$ cat src/rtl/kv_mem_read_arbiter_if.sv
// Bundle of the two requester read ports and the shared memory read channel.
// The slave view belongs to the arbiter; the master view is the environment
// (requesters and memory) that surrounds it.
interface kv_mem_read_arbiter_if #(
  parameter int ADDR_WIDTH = 32,
  parameter int DATA_WIDTH = 32
);
  // Port 0: instruction fetch
  logic                  i_rd0_valid;
  logic [ADDR_WIDTH-1:0] i_rd0_addr;
  logic                  o_rd0_ready;
  logic [DATA_WIDTH-1:0] o_rd0_data;
  logic                  o_rd0_valid;
  logic                  i_rd0_ready;
  // Port 1: load/store unit
  logic                  i_rd1_valid;
  logic [ADDR_WIDTH-1:0] i_rd1_addr;
  logic                  o_rd1_ready;
  logic [DATA_WIDTH-1:0] o_rd1_data;
  logic                  o_rd1_valid;
  logic                  i_rd1_ready;
  // Shared memory read channel
  logic                  o_mem_read_valid;
  logic [ADDR_WIDTH-1:0] o_mem_read_addr;
  logic                  i_mem_read_ready;
  logic [DATA_WIDTH-1:0] i_mem_read_data;
  logic                  i_mem_read_valid;
  logic                  o_mem_read_ready;

  modport slave (
    input  i_rd0_valid, i_rd0_addr, i_rd0_ready,
    input  i_rd1_valid, i_rd1_addr, i_rd1_ready,
    input  i_mem_read_ready, i_mem_read_data, i_mem_read_valid,
    output o_rd0_ready, o_rd0_data, o_rd0_valid,
    output o_rd1_ready, o_rd1_data, o_rd1_valid,
    output o_mem_read_valid, o_mem_read_addr, o_mem_read_ready
  );

  modport master (
    output i_rd0_valid, i_rd0_addr, i_rd0_ready,
    output i_rd1_valid, i_rd1_addr, i_rd1_ready,
    output i_mem_read_ready, i_mem_read_data, i_mem_read_valid,
    input  o_rd0_ready, o_rd0_data, o_rd0_valid,
    input  o_rd1_ready, o_rd1_data, o_rd1_valid,
    input  o_mem_read_valid, o_mem_read_addr, o_mem_read_ready
  );
endinterface

$ cat src/rtl/kv_mem_read_arbiter.sv
// Two-port round-robin read arbiter in front of the single KVMemory read port.
// One transaction in flight: IDLE accepts, REQ presents the address to memory,
// RESP steers the memory response straight through to the owning requester.
module kv_mem_read_arbiter #(
  parameter int ADDR_WIDTH = 32,
  parameter int DATA_WIDTH = 32
) (
  input logic                  i_clk,
  input logic                  i_rst,
  kv_mem_read_arbiter_if.slave bus
);

  typedef enum logic [1:0] {IDLE, REQ, RESP} state_t;

  state_t                state_reg;
  logic                  owner_reg;
  logic                  last_grant_reg;
  logic [ADDR_WIDTH-1:0] addr_reg;

  logic [1:0]            req_valid;
  logic [1:0]            rsp_ready;
  logic [ADDR_WIDTH-1:0] req_addr [2];
  logic [1:0]            grant;
  logic                  winner;

  logic                  port_ready [2];
  logic                  port_valid [2];
  logic [DATA_WIDTH-1:0] port_data  [2];

  assign req_valid   = {bus.i_rd1_valid, bus.i_rd0_valid};
  assign rsp_ready   = {bus.i_rd1_ready, bus.i_rd0_ready};
  assign req_addr[0] = bus.i_rd0_addr;
  assign req_addr[1] = bus.i_rd1_addr;

  // Winner selection: a lone requester wins; on a tie the port that was not granted last wins.
  always_comb begin
    grant    = 2'b00;
    grant[0] = req_valid[0] && (!req_valid[1] || last_grant_reg);
    grant[1] = req_valid[1] && (!req_valid[0] || !last_grant_reg);
  end

  assign winner = grant[1];

  // Transaction FSM: accept in IDLE, wait for memory accept in REQ, wait for delivered response in RESP.
  always_ff @(posedge i_clk) begin
    if (i_rst) begin
      state_reg      <= IDLE;
      owner_reg      <= 1'b0;
      last_grant_reg <= 1'b1;
      addr_reg       <= '0;
    end else begin
      case (state_reg)
        IDLE: begin
          if (|grant) begin
            addr_reg       <= req_addr[winner];
            owner_reg      <= winner;
            last_grant_reg <= winner;
            state_reg      <= REQ;
          end
        end
        REQ: begin
          if (bus.i_mem_read_ready) state_reg <= RESP;
        end
        RESP: begin
          if (bus.i_mem_read_valid && rsp_ready[owner_reg]) state_reg <= IDLE;
        end
        default: state_reg <= IDLE;
      endcase
    end
  end

  genvar gi;
  generate
    for (gi = 0; gi < 2; gi++) begin : g_port
      // Per-port view: ready only for the IDLE winner, response only for the owner in RESP.
      always_comb begin
        port_ready[gi] = 1'b0;
        port_valid[gi] = 1'b0;
        port_data[gi]  = '0;
        if (!i_rst) begin
          if (state_reg == IDLE) port_ready[gi] = grant[gi];
          if (state_reg == RESP && owner_reg == 1'(gi)) begin
            port_valid[gi] = bus.i_mem_read_valid;
            port_data[gi]  = bus.i_mem_read_data;
          end
        end
      end
    end
  endgenerate

  assign bus.o_rd0_ready = port_ready[0];
  assign bus.o_rd0_valid = port_valid[0];
  assign bus.o_rd0_data  = port_data[0];
  assign bus.o_rd1_ready = port_ready[1];
  assign bus.o_rd1_valid = port_valid[1];
  assign bus.o_rd1_data  = port_data[1];

  // Memory side is driven only from the held request and the owner's response readiness.
  assign bus.o_mem_read_valid = !i_rst && (state_reg == REQ);
  assign bus.o_mem_read_addr  = (!i_rst && state_reg == REQ) ? addr_reg : '0;
  assign bus.o_mem_read_ready = !i_rst && (state_reg == RESP) && rsp_ready[owner_reg];

endmodule

$ cat src/flat_wrapper.sv
// flat-port wrapper written by rule: the top's interface ports become plain ports
module kv_mem_read_arbiter_flat 
#(
  parameter int ADDR_WIDTH = 32,
  parameter int DATA_WIDTH = 32
)
  (i_clk, i_rst, bus_i_rd0_valid, bus_i_rd0_addr, bus_i_rd0_ready, bus_i_rd1_valid, bus_i_rd1_addr, bus_i_rd1_ready, bus_i_mem_read_ready, bus_i_mem_read_data, bus_i_mem_read_valid, bus_o_rd0_ready, bus_o_rd0_data, bus_o_rd0_valid, bus_o_rd1_ready, bus_o_rd1_data, bus_o_rd1_valid, bus_o_mem_read_valid, bus_o_mem_read_addr, bus_o_mem_read_ready);
  kv_mem_read_arbiter_if #(.ADDR_WIDTH(ADDR_WIDTH), .DATA_WIDTH(DATA_WIDTH)) bus_i ();
  input logic i_clk;
  input logic i_rst;
  input wire logic [$bits(bus_i.i_rd0_valid)-1:0] bus_i_rd0_valid;
  input wire logic [$bits(bus_i.i_rd0_addr)-1:0] bus_i_rd0_addr;
  input wire logic [$bits(bus_i.i_rd0_ready)-1:0] bus_i_rd0_ready;
  input wire logic [$bits(bus_i.i_rd1_valid)-1:0] bus_i_rd1_valid;
  input wire logic [$bits(bus_i.i_rd1_addr)-1:0] bus_i_rd1_addr;
  input wire logic [$bits(bus_i.i_rd1_ready)-1:0] bus_i_rd1_ready;
  input wire logic [$bits(bus_i.i_mem_read_ready)-1:0] bus_i_mem_read_ready;
  input wire logic [$bits(bus_i.i_mem_read_data)-1:0] bus_i_mem_read_data;
  input wire logic [$bits(bus_i.i_mem_read_valid)-1:0] bus_i_mem_read_valid;
  output wire logic [$bits(bus_i.o_rd0_ready)-1:0] bus_o_rd0_ready;
  output wire logic [$bits(bus_i.o_rd0_data)-1:0] bus_o_rd0_data;
  output wire logic [$bits(bus_i.o_rd0_valid)-1:0] bus_o_rd0_valid;
  output wire logic [$bits(bus_i.o_rd1_ready)-1:0] bus_o_rd1_ready;
  output wire logic [$bits(bus_i.o_rd1_data)-1:0] bus_o_rd1_data;
  output wire logic [$bits(bus_i.o_rd1_valid)-1:0] bus_o_rd1_valid;
  output wire logic [$bits(bus_i.o_mem_read_valid)-1:0] bus_o_mem_read_valid;
  output wire logic [$bits(bus_i.o_mem_read_addr)-1:0] bus_o_mem_read_addr;
  output wire logic [$bits(bus_i.o_mem_read_ready)-1:0] bus_o_mem_read_ready;
  assign bus_i.i_rd0_valid = bus_i_rd0_valid;
  assign bus_i.i_rd0_addr = bus_i_rd0_addr;
  assign bus_i.i_rd0_ready = bus_i_rd0_ready;
  assign bus_i.i_rd1_valid = bus_i_rd1_valid;
  assign bus_i.i_rd1_addr = bus_i_rd1_addr;
  assign bus_i.i_rd1_ready = bus_i_rd1_ready;
  assign bus_i.i_mem_read_ready = bus_i_mem_read_ready;
  assign bus_i.i_mem_read_data = bus_i_mem_read_data;
  assign bus_i.i_mem_read_valid = bus_i_mem_read_valid;
  assign bus_o_rd0_ready = bus_i.o_rd0_ready;
  assign bus_o_rd0_data = bus_i.o_rd0_data;
  assign bus_o_rd0_valid = bus_i.o_rd0_valid;
  assign bus_o_rd1_ready = bus_i.o_rd1_ready;
  assign bus_o_rd1_data = bus_i.o_rd1_data;
  assign bus_o_rd1_valid = bus_i.o_rd1_valid;
  assign bus_o_mem_read_valid = bus_i.o_mem_read_valid;
  assign bus_o_mem_read_addr = bus_i.o_mem_read_addr;
  assign bus_o_mem_read_ready = bus_i.o_mem_read_ready;
  kv_mem_read_arbiter #(.ADDR_WIDTH(ADDR_WIDTH), .DATA_WIDTH(DATA_WIDTH)) u_core (.i_clk(i_clk), .i_rst(i_rst), .bus(bus_i));
endmodule
$ cat config.mk
export PLATFORM = sky130hd
export DESIGN_NAME = kv_mem_read_arbiter_flat
export DESIGN_NICKNAME = d
export VERILOG_FILES = /design/src/rtl/kv_mem_read_arbiter_if.sv /design/src/rtl/kv_mem_read_arbiter.sv /design/src/flat_wrapper.sv
export SDC_FILE = /design/constraint.sdc
export NUM_CORES = 1
export LEC_CHECK = 0
export CORE_ASPECT_RATIO = 0.9
export CORE_UTILIZATION = 34
export CTS_CLUSTER_DIAMETER = 100
export DETAILED_ROUTE_END_ITERATION = 12
export PLACE_DENSITY_LB_ADDON = 0.25
export SLEW_MARGIN = 20
export SYNTH_ARGS = -nofsm -noshare
export SYNTH_HDL_FRONTEND = slang
export SYNTH_SLANG_ARGS = --single-unit
$ cat constraint.sdc
create_clock -name i_clk -period 1.9 [get_ports i_clk]
set_input_delay 0.38 -clock i_clk [delete_from_list [all_inputs] [get_ports i_clk]]
set_output_delay 0.38 -clock i_clk [all_outputs]
set_load 0.02 [all_outputs]
; Yosys cells after proc, flatten, opt, wreduce, memory -nomap -nowiden
; Index checks and enable logic that the tools add are counted.
[op_classes]
order_cmp = 2
n_eq_ne = 5
mux = 22
bitwise_logic = 2
reduce_logical = 18
[ops]
columns = cell, n
row1 = 2-to-1 mux 32 bit, 8
row2 = 2-to-1 mux 1 bit, 10
row3 = logical AND 1 bit, 8
row4 = 2-to-1 mux 2 bit, 3
row5 = one-hot mux 2 bit (3 select lines), 1
row6 = logical NOT 1 bit, 4
row7 = "inequality test 2 x 1 -> 1 bit, second input constant", 2
row8 = AND reduction 3 bit, 1
row9 = "equality test 2 x 1 -> 1 bit, second input constant", 1
row10 = "equality test 2 bit, second input constant", 1
row11 = ">= comparator 2 bit, second input constant", 1
row12 = logical NOT 2 bit, 1
row13 = logical OR 1 bit, 2
row14 = "< comparator 1 x 2 -> 1 bit, second input constant", 1
row15 = "inequality test 2 bit, second input constant", 1
row16 = NOT 1 -> 2 bit, 1
row17 = AND reduction 2 bit, 1
row18 = OR reduction 2 bit, 1
row19 = NOT 1 bit, 1
[totals]
reg_bits = 36
input_bits = 104
output_inout_bits = 102
elab_cells = 53

; Logic depth before layout (Yosys ltp)
; Gate-level depths: netlist (run 1).
[logic_depth]
word_depth = 7
depth_mapped = 6
depth_no_buf = 3

; Least setup slack after synthesis (run 1)
; Ideal clock, no wire load.
[synth_timing]
path_kind = flip-flop to output port
from = reg u_core.state_reg[0]
to = out bus_o_rd0_ready
arrival_time_ns = 1.557
t_required_ns = 1.520
slack_ns = -0.037
stages_incl_launch_ff = 4
cell_sequence = dfxtp_1 nor2_2 buf_2 nor4bb_1
[synth_via]
elab_chain_len = 3
[synth_lines]
columns = item, line_no
row1 = "start, declared", kv_mem_read_arbiter.sv:15  ; state_t state_reg;
row2 = "start signal, assigned", kv_mem_read_arbiter.sv:47  ; state_reg <= IDLE;
row3 = "start signal, assigned", kv_mem_read_arbiter.sv:58  ; state_reg <= REQ;
row4 = "start signal, assigned", kv_mem_read_arbiter.sv:62  ; if (bus.i_mem_read_ready) state_reg <= RESP;
row5 = logical NOT 2 bit, kv_mem_read_arbiter.sv:81  ; if (state_reg == IDLE) port_ready[gi] = grant[gi];
row6 = 2-to-1 mux 1 bit, kv_mem_read_arbiter.sv:81
row7 = 2-to-1 mux 1 bit, kv_mem_read_arbiter.sv:80  ; if (!i_rst) begin
row8 = "end, declared", flat_wrapper.sv:20  ; output wire logic [$bits(bus_i.o_rd0_ready)-1:0] bus_o_rd0_ready;
; No other way between the ends.

; Worst setup path in the final report (run 1)
; Ends and elaborated chain as after synthesis.

==> flow_summary.yaml, run 1 <==
worst_setup_path:
  critPathTopFamily: "simple AND/OR/NAND/NOR gates"
  cp-startpoint: "u_core.state_reg[0]"
  critPathCaptureType: "primary output"
  cp.required_ns: 1.52
  rrSetupSlack_ns: 0.18
  cp.depth: 4
  path_buf_inv: 2
  startpoint_type: "flop"
  crit_chain: "buf_4 -> nor2_2 -> nor4bb_2 -> buf_4"
  crit_path_end: "bus_o_rd0_ready"
  slowest_delay_ns: 0.36
  reg2reg_depth: 5
  cp_slowest_cell: "dfxtp_4"
  regToRegStartpoint: "u_core.state_reg[0]"
  crit_type: "flop to primary output"
  arrival_ns: 1.44
  cpMostUsedCell: "buf_4"
  r2r-end: "u_core.addr_reg[15]"
  crit_fanout: 4
clock_network:
  cts_hold_buffers: 0
  numClockSinks: 36
  cts_htree_levels: 2
  cts_buffers: 5
  clkTransAtPathRegs_ns: 0.08
  cts_root_buffer: "clkbuf_8"
  clk_latency_ns: 0.28
  cts_tree: "yes"
  clock_path_buffers: 2
final_layout:
  area_delta_synth_final_pct: 72.3
  layout-drive-gt1-share_pct: 31.1
  layout_common_cells: "clkdlybuf4s50_1 (100), buf_2 (97), nor2_1 (68), nand2_1 (65)"
  fill_cells: 714
  nNetsFinal: 659
  antenna_cells: 0
  largest_reg_flops: 32
  layout_commonest_cell: "clkdlybuf4s50_1"
power:
  sw_frac_of_total_pct: 32.7
  p_comb_share_pct: 37.9
  seq_power_share_pct: 37.6
  cellPowerDensity_nw_per_um2: 534
  p_leak_uw: 0.00204
  internal_power_uw: 1610
  clkPwrFrac_pct: 24.5
  p_switching_uw: 782
  vdd_ir_drop_max_mv: 0.354
placement:
  hpwl_um: 7310
  gp_congestion: 0.738
  dp_worst_setup_slack_ns: -0.464
  io_buffers: 205
global_route:
  gr-usage-all-layers_pct: 24.5
  antenna_found_initial: 0
  grt_pass1_vias: 3240
  grt_overflow: 0
  grt_start_max_net_pins: 37
  grt_pass1_wl_um: 15700
drt:
  drc: 0
  met2_length_um: 5040
  wl_met1_um: 4180
  num_vias: 3237
  wl_met3_um: 695
  dr.max_layer_used: "met4"
  antenna_left: 0
  wirelength_um: 10100
  wl_per_cell_um: 15.6
  routed_via_density: 4.99
  drt_first_iter_violations: 131
  firstDrtPassIters: 4
yosys:
  postSynthAreaPerCell_um2: 7.30
  synth.cell_area_um2: 2600
  synth-seq-area-share_pct: 27.7
  postSynthCellCount: 356
  synth_nets: 460
  yosysUniqueCellTypes: 29
  synth.yosys.warnings: 0
  yosys_register_bits: 36
sta:
  hold_viol: 0
  max_slew.worst_pin.slew_ns: 0.417
  tns_ns: 0
  maxSlewHeadroom_pct: 72.2
  min_period_ns: 1.82
  worst_slack_ns: 0.0789
  post-route-period-util_pct: 95.8
  finClkSkew_ns: 0.0121
  slew_viol_final: 0
  clock.fmax_ghz: 0.549
  setup_viol: 0
worst_hold_path:
  min_path_cells: 2
  hold_class: "flop to flop"
flow_run:
  cap_violations: 0
status:
  status: "finished clean"
die:
  chipHeight_um: 84.9
  die-area_um2: 7990
  rows: 29
  core-area_um2: 7220
  initial_core_util_pct: 36.0
  die_x_um: 94.1
  boundaryPins: 206
==> layout make-up <==
cell class / instances / area, µm² / share of cell area [%]
Clock buffer: 6 / 82.6 / 1.85
Clock inverter: 2 / 13.8 / 0.308
Inverter: 1 / 3.75 / 0.0839
Multi-Input combinational cell: 284 / 1740 / 38.8
Sequential cell: 36 / 726 / 16.2
Tap cell: 93 / 116 / 2.60
Timing Repair Buffer: 227 / 1800 / 40.2
==> how the worst min path moves through the flow <==
| stage | slack [ns] | start | end |
|---|---|---|---|
| after floorplan | 0.49 | u_core.addr_reg[24] | u_core.addr_reg[24] |
| after global placement | 0.51 | u_core.addr_reg[24] | u_core.addr_reg[24] |
| after detailed placement | 0.53 | u_core.state_reg[0] | u_core.state_reg[1] |
| after CTS | 0.52 | u_core.state_reg[0] | u_core.state_reg[1] |
| after global routing | 0.55 | u_core.state_reg[0] | u_core.state_reg[1] |
| final | 0.54 | u_core.state_reg[0] | u_core.state_reg[1] |
==> cells by family (layout without fill, tap and decap cells) <==
| logic type | count (synthesis) | after routing | share of synthesized area [%] |
|---|---|---|---|
| simple gates | 211 | 212 | 38.7 |
| buf+inv | 37 | 236 | 6.89 |
| mux | 1 | 1 | 0.385 |
| flops | 36 | 36 | 27.7 |
| compound gates | 71 | 71 | 26.3 |
==> metal layers <==
metal	up-vias	global-route usage [%]
met5	-	0
met3	18	4.66
met1	1496	30.0
met4	0	7.69
met2	130	42.8
li1	1593	-
==> synthesized netlist by cell type <==
cell | n | area [µm²]
nor2_2 | 1 | 6.26
nor2_1 | 68 | 255
a311oi_1 | 2 | 17.5
or3b_1 | 1 | 8.76
mux2i_1 | 1 | 10.0
nand3b_1 | 1 | 7.51
a21boi_2 | 1 | 11.3
and2_1 | 32 | 200
nor3b_1 | 2 | 15.0
a21bo_1 | 1 | 10.0
a22oi_1 | 1 | 7.51
or2_0 | 1 | 6.26
nand2_1 | 65 | 244
nor2b_1 | 2 | 12.5
a311oi_2 | 30 | 450
buf_1 | 1 | 3.75
clkbuf_1 | 23 | 86.3
and2_4 | 1 | 8.76
a221o_1 | 1 | 10.0
buf_2 | 8 | 40.0
nor3b_2 | 1 | 12.5
o21ai_1 | 1 | 5.00
buf_6 | 4 | 45.0
inv_1 | 1 | 3.75
dfxtp_1 | 36 | 721
nor4bb_1 | 1 | 10.0
nand2b_1 | 34 | 213
nor4_1 | 1 | 6.26
a21oi_1 | 34 | 170
==> power by group through the flow <==
stage          clock [µW]  combinational, µW  sequential, µW
3_3_place_gp            0                894             908
3_5_place_dp            0                909             913
4_1_cts               598                914             897
5_1_grt               644                980             911
6_report              585                906             899
2_1_floorplan           0                519             901
==> repair_timing <==
item / in CTS / in global routing
buffers inserted: 2 / 0
pin swaps: 0 / 2
cloned: 1 / 1
setup endpoints to repair: 104 / 130
resized for setup: 329 / 99
hold endpoints to repair: 0 / 0
==> per-stage QoR <==
step,area (µm²),hold WS [ns],cells,total power (µW),util (%)
finish,4480,0.536,649,2390,62.0
global route,4480,0.553,649,2530,62.0
CTS,4960,0.518,648,2410,68.7
detailed placement,4790,0.527,637,1820,66.3
global placement,4790,0.505,637,1800,66.3
floorplan,2600,0.488,356,1420,-
==> worst reg2reg max path: stages, from the launching register on <==
cell and delay (ns):
dfxtp_4 0.36, buf_4 0.15, nor2_2 0.11, buf_4 0.38
and2_4 0.42, a311oi_2 0.16
Note: power is estimated with default switching activity, not from simulation.
==> run 2: changes to the inputs <==
SLEW_MARGIN = not set   (was 20)
==> results of run 2 <==
The final DEF is identical to that of run 1; final timing and power are the same.
==> run 3: changes to the inputs <==
ABC_CLOCK_PERIOD_IN_PS = 1900   (was not set)
==> results of run 3 <==
The final DEF is identical to that of run 1; final timing and power are the same.
